## src/rtl/cpu_defs_pkg.sv

```systemverilog
// Shared CPU definitions: fetch-stage reset/base addresses, bubble instruction,
// next-PC mux select encodings and the fetch-stage control types.
package cpu_defs_pkg;

    localparam logic [31:0] DEF_RESET_PC  = 32'h0000_3000;
    localparam logic [31:0] DEF_IM_BASE   = 32'h0000_3000;
    localparam logic [31:0] DEF_NOP_INSTR = 32'h0000_0000;

    // Select order of the 4:1 next-PC mux; input 0 is this block's pc_plus4
    localparam logic [1:0] NPC_SEL_PC4    = 2'd0;
    localparam logic [1:0] NPC_SEL_BRANCH = 2'd1;
    localparam logic [1:0] NPC_SEL_JUMP   = 2'd2;
    localparam logic [1:0] NPC_SEL_JR     = 2'd3;

    typedef enum logic {
        ST_RUN   = 1'b0,
        ST_FAULT = 1'b1
    } fetch_state_t;

    typedef enum logic [1:0] {
        IFID_HOLD   = 2'd0,
        IFID_LOAD   = 2'd1,
        IFID_BUBBLE = 2'd2,
        IFID_FAULT  = 2'd3
    } ifid_op_t;

endpackage

```

## src/rtl/fetch_pc_unit_if.sv

```systemverilog
// Fetch-stage bus: next-PC/hazard/IM-data inputs and PC, IM address and IF/ID outputs.
// Control inputs are level signals sampled on every rising edge; there is no valid/ready
// handshake, and if_id_valid marks whether the IF/ID register holds a real instruction.
interface fetch_pc_unit_if
    import cpu_defs_pkg::*;
#(
    parameter int AW = 10
);
    logic [31:0]  next_pc;
    logic         stall;
    logic         flush;
    logic [31:0]  im_rdata;
    logic [31:0]  pc;
    logic [31:0]  pc_plus4;
    logic [AW-1:0] im_addr;
    logic [31:0]  if_id_instr;
    logic [31:0]  if_id_pc;
    logic [31:0]  if_id_pc8;
    logic         if_id_valid;
    logic         fetch_fault;
    fetch_state_t dbg_state;

    modport master (
        output next_pc, stall, flush, im_rdata,
        input  pc, pc_plus4, im_addr, if_id_instr, if_id_pc, if_id_pc8,
               if_id_valid, fetch_fault, dbg_state
    );

    modport slave (
        input  next_pc, stall, flush, im_rdata,
        output pc, pc_plus4, im_addr, if_id_instr, if_id_pc, if_id_pc8,
               if_id_valid, fetch_fault, dbg_state
    );
endinterface

```

## src/rtl/if_id_reg.sv

```systemverilog
// IF/ID pipeline register: holds, loads a fetched instruction, or loads a bubble
// (plain, or tagged with the faulting PC).
module if_id_reg
    import cpu_defs_pkg::*;
#(
    parameter logic [31:0] NOP_INSTR = DEF_NOP_INSTR
) (
    input  logic        clk,
    input  logic        reset,
    input  ifid_op_t    op,
    input  logic [31:0] instr,
    input  logic [31:0] pc,
    output logic [31:0] if_id_instr,
    output logic [31:0] if_id_pc,
    output logic [31:0] if_id_pc8,
    output logic        if_id_valid
);

    always_ff @(posedge clk) begin
        if (!reset) begin
            if_id_instr <= NOP_INSTR;
            if_id_pc    <= 32'd0;
            if_id_pc8   <= 32'd0;
            if_id_valid <= 1'b0;
        end else begin
            case (op)
                IFID_LOAD: begin
                    if_id_instr <= instr;
                    if_id_pc    <= pc;
                    if_id_pc8   <= pc + 32'd8;
                    if_id_valid <= 1'b1;
                end
                IFID_BUBBLE: begin
                    if_id_instr <= NOP_INSTR;
                    if_id_pc    <= 32'd0;
                    if_id_pc8   <= 32'd0;
                    if_id_valid <= 1'b0;
                end
                // Bubble that keeps the faulting address visible for debug
                IFID_FAULT: begin
                    if_id_instr <= NOP_INSTR;
                    if_id_pc    <= pc;
                    if_id_pc8   <= 32'd0;
                    if_id_valid <= 1'b0;
                end
                default: begin
                    if_id_instr <= if_id_instr;
                    if_id_pc    <= if_id_pc;
                    if_id_pc8   <= if_id_pc8;
                    if_id_valid <= if_id_valid;
                end
            endcase
        end
    end

endmodule

```

## src/rtl/fetch_pc_unit.sv

```systemverilog
// Instruction-fetch PC register with IM address generation, sticky fetch-fault
// state machine and the IF/ID pipeline register.
module fetch_pc_unit
    import cpu_defs_pkg::*;
#(
    parameter logic [31:0] RESET_PC  = DEF_RESET_PC,
    parameter logic [31:0] IM_BASE   = DEF_IM_BASE,
    parameter int          IM_WORDS  = 1024,
    parameter logic [31:0] NOP_INSTR = DEF_NOP_INSTR
) (
    input  logic clk,
    input  logic reset,
    fetch_pc_unit_if.slave bus
);

    localparam int AW = $clog2(IM_WORDS);
    // One bit wider so the end bound cannot wrap when IM sits at the top of memory
    localparam logic [32:0] IM_END = {1'b0, IM_BASE} + (33'(IM_WORDS) << 2);

    logic [31:0]  pc_q;
    logic [31:0]  pc_off;
    logic         bad_pc;
    logic         pc_load;
    ifid_op_t     ifid_op;
    fetch_state_t state_q;
    fetch_state_t state_d;

    assign pc_off = pc_q - IM_BASE;
    assign bad_pc = (pc_q[1:0] != 2'b00) || (pc_q < IM_BASE) || ({1'b0, pc_q} >= IM_END);

    always_ff @(posedge clk) begin
        if (!reset) begin
            state_q <= ST_RUN;
        end else begin
            state_q <= state_d;
        end
    end

    // Fault is only taken on an edge that would otherwise have advanced
    always_comb begin
        state_d = state_q;
        if (state_q == ST_RUN && !bus.stall && bad_pc) begin
            state_d = ST_FAULT;
        end
    end

    always_comb begin
        pc_load = 1'b0;
        ifid_op = IFID_HOLD;
        case (state_q)
            ST_RUN: begin
                if (bus.stall) begin
                    pc_load = 1'b0;
                    ifid_op = IFID_HOLD;
                end else if (bad_pc) begin
                    pc_load = 1'b0;
                    ifid_op = IFID_FAULT;
                end else if (bus.flush) begin
                    pc_load = 1'b1;
                    ifid_op = IFID_BUBBLE;
                end else begin
                    pc_load = 1'b1;
                    ifid_op = IFID_LOAD;
                end
            end
            default: begin
                pc_load = 1'b0;
                ifid_op = IFID_HOLD;
            end
        endcase
    end

    always_ff @(posedge clk) begin
        if (!reset) begin
            pc_q <= RESET_PC;
        end else if (pc_load) begin
            pc_q <= bus.next_pc;
        end
    end

    assign bus.pc          = pc_q;
    assign bus.pc_plus4    = pc_q + 32'd4;
    assign bus.im_addr     = AW'(pc_off >> 2);
    assign bus.fetch_fault = (state_q == ST_FAULT);
    assign bus.dbg_state   = state_q;

    if_id_reg #(
        .NOP_INSTR (NOP_INSTR)
    ) u_if_id (
        .clk         (clk),
        .reset       (reset),
        .op          (ifid_op),
        .instr       (bus.im_rdata),
        .pc          (pc_q),
        .if_id_instr (bus.if_id_instr),
        .if_id_pc    (bus.if_id_pc),
        .if_id_pc8   (bus.if_id_pc8),
        .if_id_valid (bus.if_id_valid)
    );

endmodule

```

## src/flat_wrapper.sv

```systemverilog
// flat-port wrapper written by rule: the top's interface ports become plain ports
module fetch_pc_unit_flat import cpu_defs_pkg::*;
#(
    parameter logic [31:0] RESET_PC  = DEF_RESET_PC,
    parameter logic [31:0] IM_BASE   = DEF_IM_BASE,
    parameter int          IM_WORDS  = 1024,
    parameter logic [31:0] NOP_INSTR = DEF_NOP_INSTR
)
  (clk, reset, bus_next_pc, bus_stall, bus_flush, bus_im_rdata, bus_pc, bus_pc_plus4, bus_im_addr, bus_if_id_instr, bus_if_id_pc, bus_if_id_pc8, bus_if_id_valid, bus_fetch_fault, bus_dbg_state);
  fetch_pc_unit_if #(.AW((10))) bus_i ();
  input  logic clk;
  input  logic reset;
  input wire logic [$bits(bus_i.next_pc)-1:0] bus_next_pc;
  input wire logic [$bits(bus_i.stall)-1:0] bus_stall;
  input wire logic [$bits(bus_i.flush)-1:0] bus_flush;
  input wire logic [$bits(bus_i.im_rdata)-1:0] bus_im_rdata;
  output wire logic [$bits(bus_i.pc)-1:0] bus_pc;
  output wire logic [$bits(bus_i.pc_plus4)-1:0] bus_pc_plus4;
  output wire logic [$bits(bus_i.im_addr)-1:0] bus_im_addr;
  output wire logic [$bits(bus_i.if_id_instr)-1:0] bus_if_id_instr;
  output wire logic [$bits(bus_i.if_id_pc)-1:0] bus_if_id_pc;
  output wire logic [$bits(bus_i.if_id_pc8)-1:0] bus_if_id_pc8;
  output wire logic [$bits(bus_i.if_id_valid)-1:0] bus_if_id_valid;
  output wire logic [$bits(bus_i.fetch_fault)-1:0] bus_fetch_fault;
  output wire logic [$bits(bus_i.dbg_state)-1:0] bus_dbg_state;
  assign bus_i.next_pc = bus_next_pc;
  assign bus_i.stall = bus_stall;
  assign bus_i.flush = bus_flush;
  assign bus_i.im_rdata = bus_im_rdata;
  assign bus_pc = bus_i.pc;
  assign bus_pc_plus4 = bus_i.pc_plus4;
  assign bus_im_addr = bus_i.im_addr;
  assign bus_if_id_instr = bus_i.if_id_instr;
  assign bus_if_id_pc = bus_i.if_id_pc;
  assign bus_if_id_pc8 = bus_i.if_id_pc8;
  assign bus_if_id_valid = bus_i.if_id_valid;
  assign bus_fetch_fault = bus_i.fetch_fault;
  assign bus_dbg_state = bus_i.dbg_state;
  fetch_pc_unit #(.RESET_PC(RESET_PC), .IM_BASE(IM_BASE), .IM_WORDS(IM_WORDS), .NOP_INSTR(NOP_INSTR)) u_core (.clk(clk), .reset(reset), .bus(bus_i));
endmodule
```

## config.mk

```make
export PLATFORM = sky130hd
export DESIGN_NAME = fetch_pc_unit_flat
export DESIGN_NICKNAME = d
export VERILOG_FILES = /design/src/rtl/cpu_defs_pkg.sv /design/src/rtl/fetch_pc_unit_if.sv /design/src/rtl/if_id_reg.sv /design/src/rtl/fetch_pc_unit.sv /design/src/flat_wrapper.sv
export SDC_FILE = /design/constraint.sdc
export NUM_CORES = 1
export LEC_CHECK = 0
export BUFFER_PORTS_ARGS = -buffer_cell sky130_fd_sc_hd__buf_2
export CAP_MARGIN = 25
export CORE_UTILIZATION = 51
export CTS_CLUSTER_DIAMETER = 100
export DETAILED_ROUTE_END_ITERATION = 16
export PLACE_DENSITY = 0.88
export SLEW_MARGIN = 10
export SYNTH_ARGS = -nofsm -noshare
export SYNTH_HDL_FRONTEND = slang
export SYNTH_SLANG_ARGS = --single-unit
```

## constraint.sdc

```tcl
create_clock -name clk -period 5.2 [get_ports clk]
set_clock_uncertainty 0.15 [all_clocks]
set_input_delay 1.04 -clock clk [delete_from_list [all_inputs] [get_ports clk]]
set_output_delay 1.04 -clock clk [all_outputs]
set_load 0.005 [all_outputs]
```

==> out/results.ini <==
[synth]
ys_seq_area_share_pct=46.8
syn-cell-area_mm2=0.00556
yosys_warnings=0
synthesis.nets=724
ys.flop_type=dfxtp_1
ys_ff_latch=130
async_flop_share_pct=0
synthCells=653
synth_edf_count=0
ys_types=34
syn_area_per_cell_um2=8.52

[clock_network]
cts_sinks=130
clock_path_buffers=2
cts_hold_buf=0
insertion_delay_ns=0.52
numCtsBuffers=17
clkTransAtPathRegs_ns=0.07
cts_tree=built
cts_root_buffer=clkbuf_8
post_cts_buffers=0
cts_resized=0
h-tree-depth=4

[pwr]
clkPwrFrac_pct=32.4
internal_power_mw=2.09
power_density_mw_per_mm2=471
vdd_drop_max_mv=0.326
switching_power_mw=1.32
seqPwrFrac_pct=37.1
leakage_nw=3.38
swShare_pct=38.7
comb_power_share_pct=30.4

[routing]
dr_total_vias=5407
via_per_inst=5.43
dr.pass1.iters=5
wire_per_inst_um=16.1
drt_iter0_drc=419
wirelength_um=16000
drc=0
drtAntennaViolNets=0

[setup_path]
crit_arrival_ns=2.55
critical_path_required_ns=4.01
path_max_fanout=9
critPathBufInv=1
cp-start-kind=flop
cp_top_family=simple AND/OR/NAND/NOR gates
cp-end-kind=primary output
reg2reg_from=u_core.bus.pc[25]$_SDFFE_PN0P_
cpMaxStageDelayCell=nor2_1
critPathKind=reg -> out
reg2reg_slack_ns=1.97
r2r_end=u_core.bus.pc[12]$_SDFFE_PN1P_
slowest_delay_ns=0.68
worst-r2r-cell-count=6
worstPathCellList=nand4_1 -> nor2_1 -> nand3_1 -> xnor2_1 -> buf_2

[placement]
dpl.hpwl_um=10900
gp_congestion=0.922
dp_cells=961
dp_slack_ns=1.56
port-buffer-count=240
place_area_mm2=0.00668

[layout]
fin_area_mm2=0.00725
antenna_cells=0
num-nets-final=917
drive_above_1_share_pct=33.4
synthToLayoutAreaGrowth_pct=30.3
final_core_util_pct=69.3
final_cells=995

[sta]
tightest_slew_ns=1.03
hold_violations=0
drv_slew=0
setup_slack_ns=1.46
fmax_ghz=0.268
setup_viol_count_final=0
rsz0062_at_grt=no
fin_tns_setup_ns=0
max_slew_margin_pct=31.1
finalCriticalPeriod_ns=3.74
min_period_over_period_pct=71.8

[worst_hold_path]
hold_end=u_core.u_if_id.if_id_instr[28]$_SDFFE_PN0P_
hold_start=u_core.u_if_id.if_id_instr[28]$_SDFFE_PN0P_
hold_depth=2
min_path_type=reg -> reg

[floorplanning]
start_util_pct=53.2
dieArea_mm2=0.0113
rows=37
core_mm2=0.0105
pin_count=241
die_w_um=106
die_h_um=106

[global_route]
grt_usage_pct=27.5
grt_first_pass_wirelength_um=24300
grt_max_degree=107
overflow=0
antenna_found_initial=0
grt_pass1_vias=4804

[job]
max_cap_violations=0

[outcome]
outcome=finished, final reports clean

==> worst register-to-register path, cell delays in order (launching register included) <==
cell,delay (ns)
dfxtp_1,0.39
or4_1,0.59
nor4_4,0.86
buf_4,0.46
nand3_1,0.11
buf_4,0.31
a2bb2oi_1,0.19
==> flip-flops by register name (all words and copies together), names as in the netlist <==
signal,flops
u_core.bus.dbg_state,1
u_core.bus.pc,32
u_core.u_if_id.if_id_instr,32
u_core.u_if_id.if_id_pc,32
u_core.u_if_id.if_id_pc8,32
u_core.u_if_id.if_id_valid,1
==> layer usage <==
| layer | track usage (%) | part of all wire (%) | up-vias |
|---|---|---|---|
| met2 | 46.7 | 50 | 236 |
| li1 | - | - | 2626 |
| met5 | 0 | 0 | - |
| met1 | 33.7 | 42 | 2518 |
| met3 | 6.44 | 6.8 | 27 |
| met4 | 10.7 | 1.8 | 0 |
==> cell families after synthesis <==
family	count (synthesis)	share of synthesized area [%]
simple gates	292	25.6
mux	10	1.80
xor+xnor	38	5.98
compound gates	102	12.8
fa+ha+maj	3	0.675
buf+inv	78	6.34
flops	130	46.8
==> final cells by class <==
cell class | instances | area, um2
fillers | 866 | 3220
multi-input cells | 445 | 2630
flip-flops and latches | 130 | 2600
repair buffers | 248 | 1280
clock buffers | 17 | 414
well taps | 136 | 170
clock inverters | 15 | 141
inverters | 4 | 15.0
==> worst max path at each step <==
stage | from | end | cells after the start
after floorplan | u_core.bus.pc[4]$_SDFFE_PN0P_ | bus_pc_plus4[29] | 5
after global placement | u_core.bus.pc[4]$_SDFFE_PN0P_ | bus_pc_plus4[31] | 6
after detailed placement | u_core.bus.pc[4]$_SDFFE_PN0P_ | bus_pc_plus4[31] | 6
after CTS | u_core.bus.pc[4]$_SDFFE_PN0P_ | bus_pc_plus4[31] | 6
after global routing | u_core.bus.pc[11]$_SDFFE_PN0P_ | bus_pc_plus4[20] | 5
final | u_core.bus.pc[11]$_SDFFE_PN0P_ | bus_pc_plus4[20] | 5
==> synthesized netlist by cell type, types with 9 or more instances <==
master	count	share of area (%)
o21ai_0	20	1.8
mux2i_1	10	1.8
a21boi_0	58	7.8
xnor2_1	32	5.0
nor2_1	9	0.61
dfxtp_1	130	47
nand2_1	151	10
o31ai_1	17	2.3
clkbuf_1	52	3.5
and3_1	22	2.5
nand4_1	51	5.7
buf_4	14	1.9
nand3_1	33	3.0
==> stage by stage <==
stage                     hold slack, ns  power [mW]
after detailed placement           0.296        2.30
after CTS                          0.311        3.41
after global routing               0.327        3.57
after floorplan                    0.297        1.93
final                              0.308        3.41
after global placement             0.288        2.28
==> placed cells by master (no fill, tap or decap), drive strengths merged <==
cell type  count
a21boi        59
or2            2
o21ai         22
ha             3
nor4           6
clkinv         4
mux2i         10
a2bb2oi        2
nand2b         2
and2           1
inv           13
a21oi          1
nor3           5
and4           4
nand3         33
or4            4
nand4         51
o31ai         17
xor2           6
xnor2         32
nand2        152
nand4bb        1
clkbuf        19
and3          22
o21a           1
dfxtp        130
nor2           9
clkinvlp       2
buf          246
==> power groups by stage <==
stage / logic (mW) / registers, mW / clock network [mW]
global route: 1.12 / 1.29 / 1.17
detailed placement: 1.02 / 1.29 / 0
finish: 1.04 / 1.27 / 1.11
floorplan: 0.696 / 1.24 / 0
global placement: 1.00 / 1.28 / 0
CTS: 1.03 / 1.26 / 1.12
No activity file was read; power rests on OpenSTA's default activity.
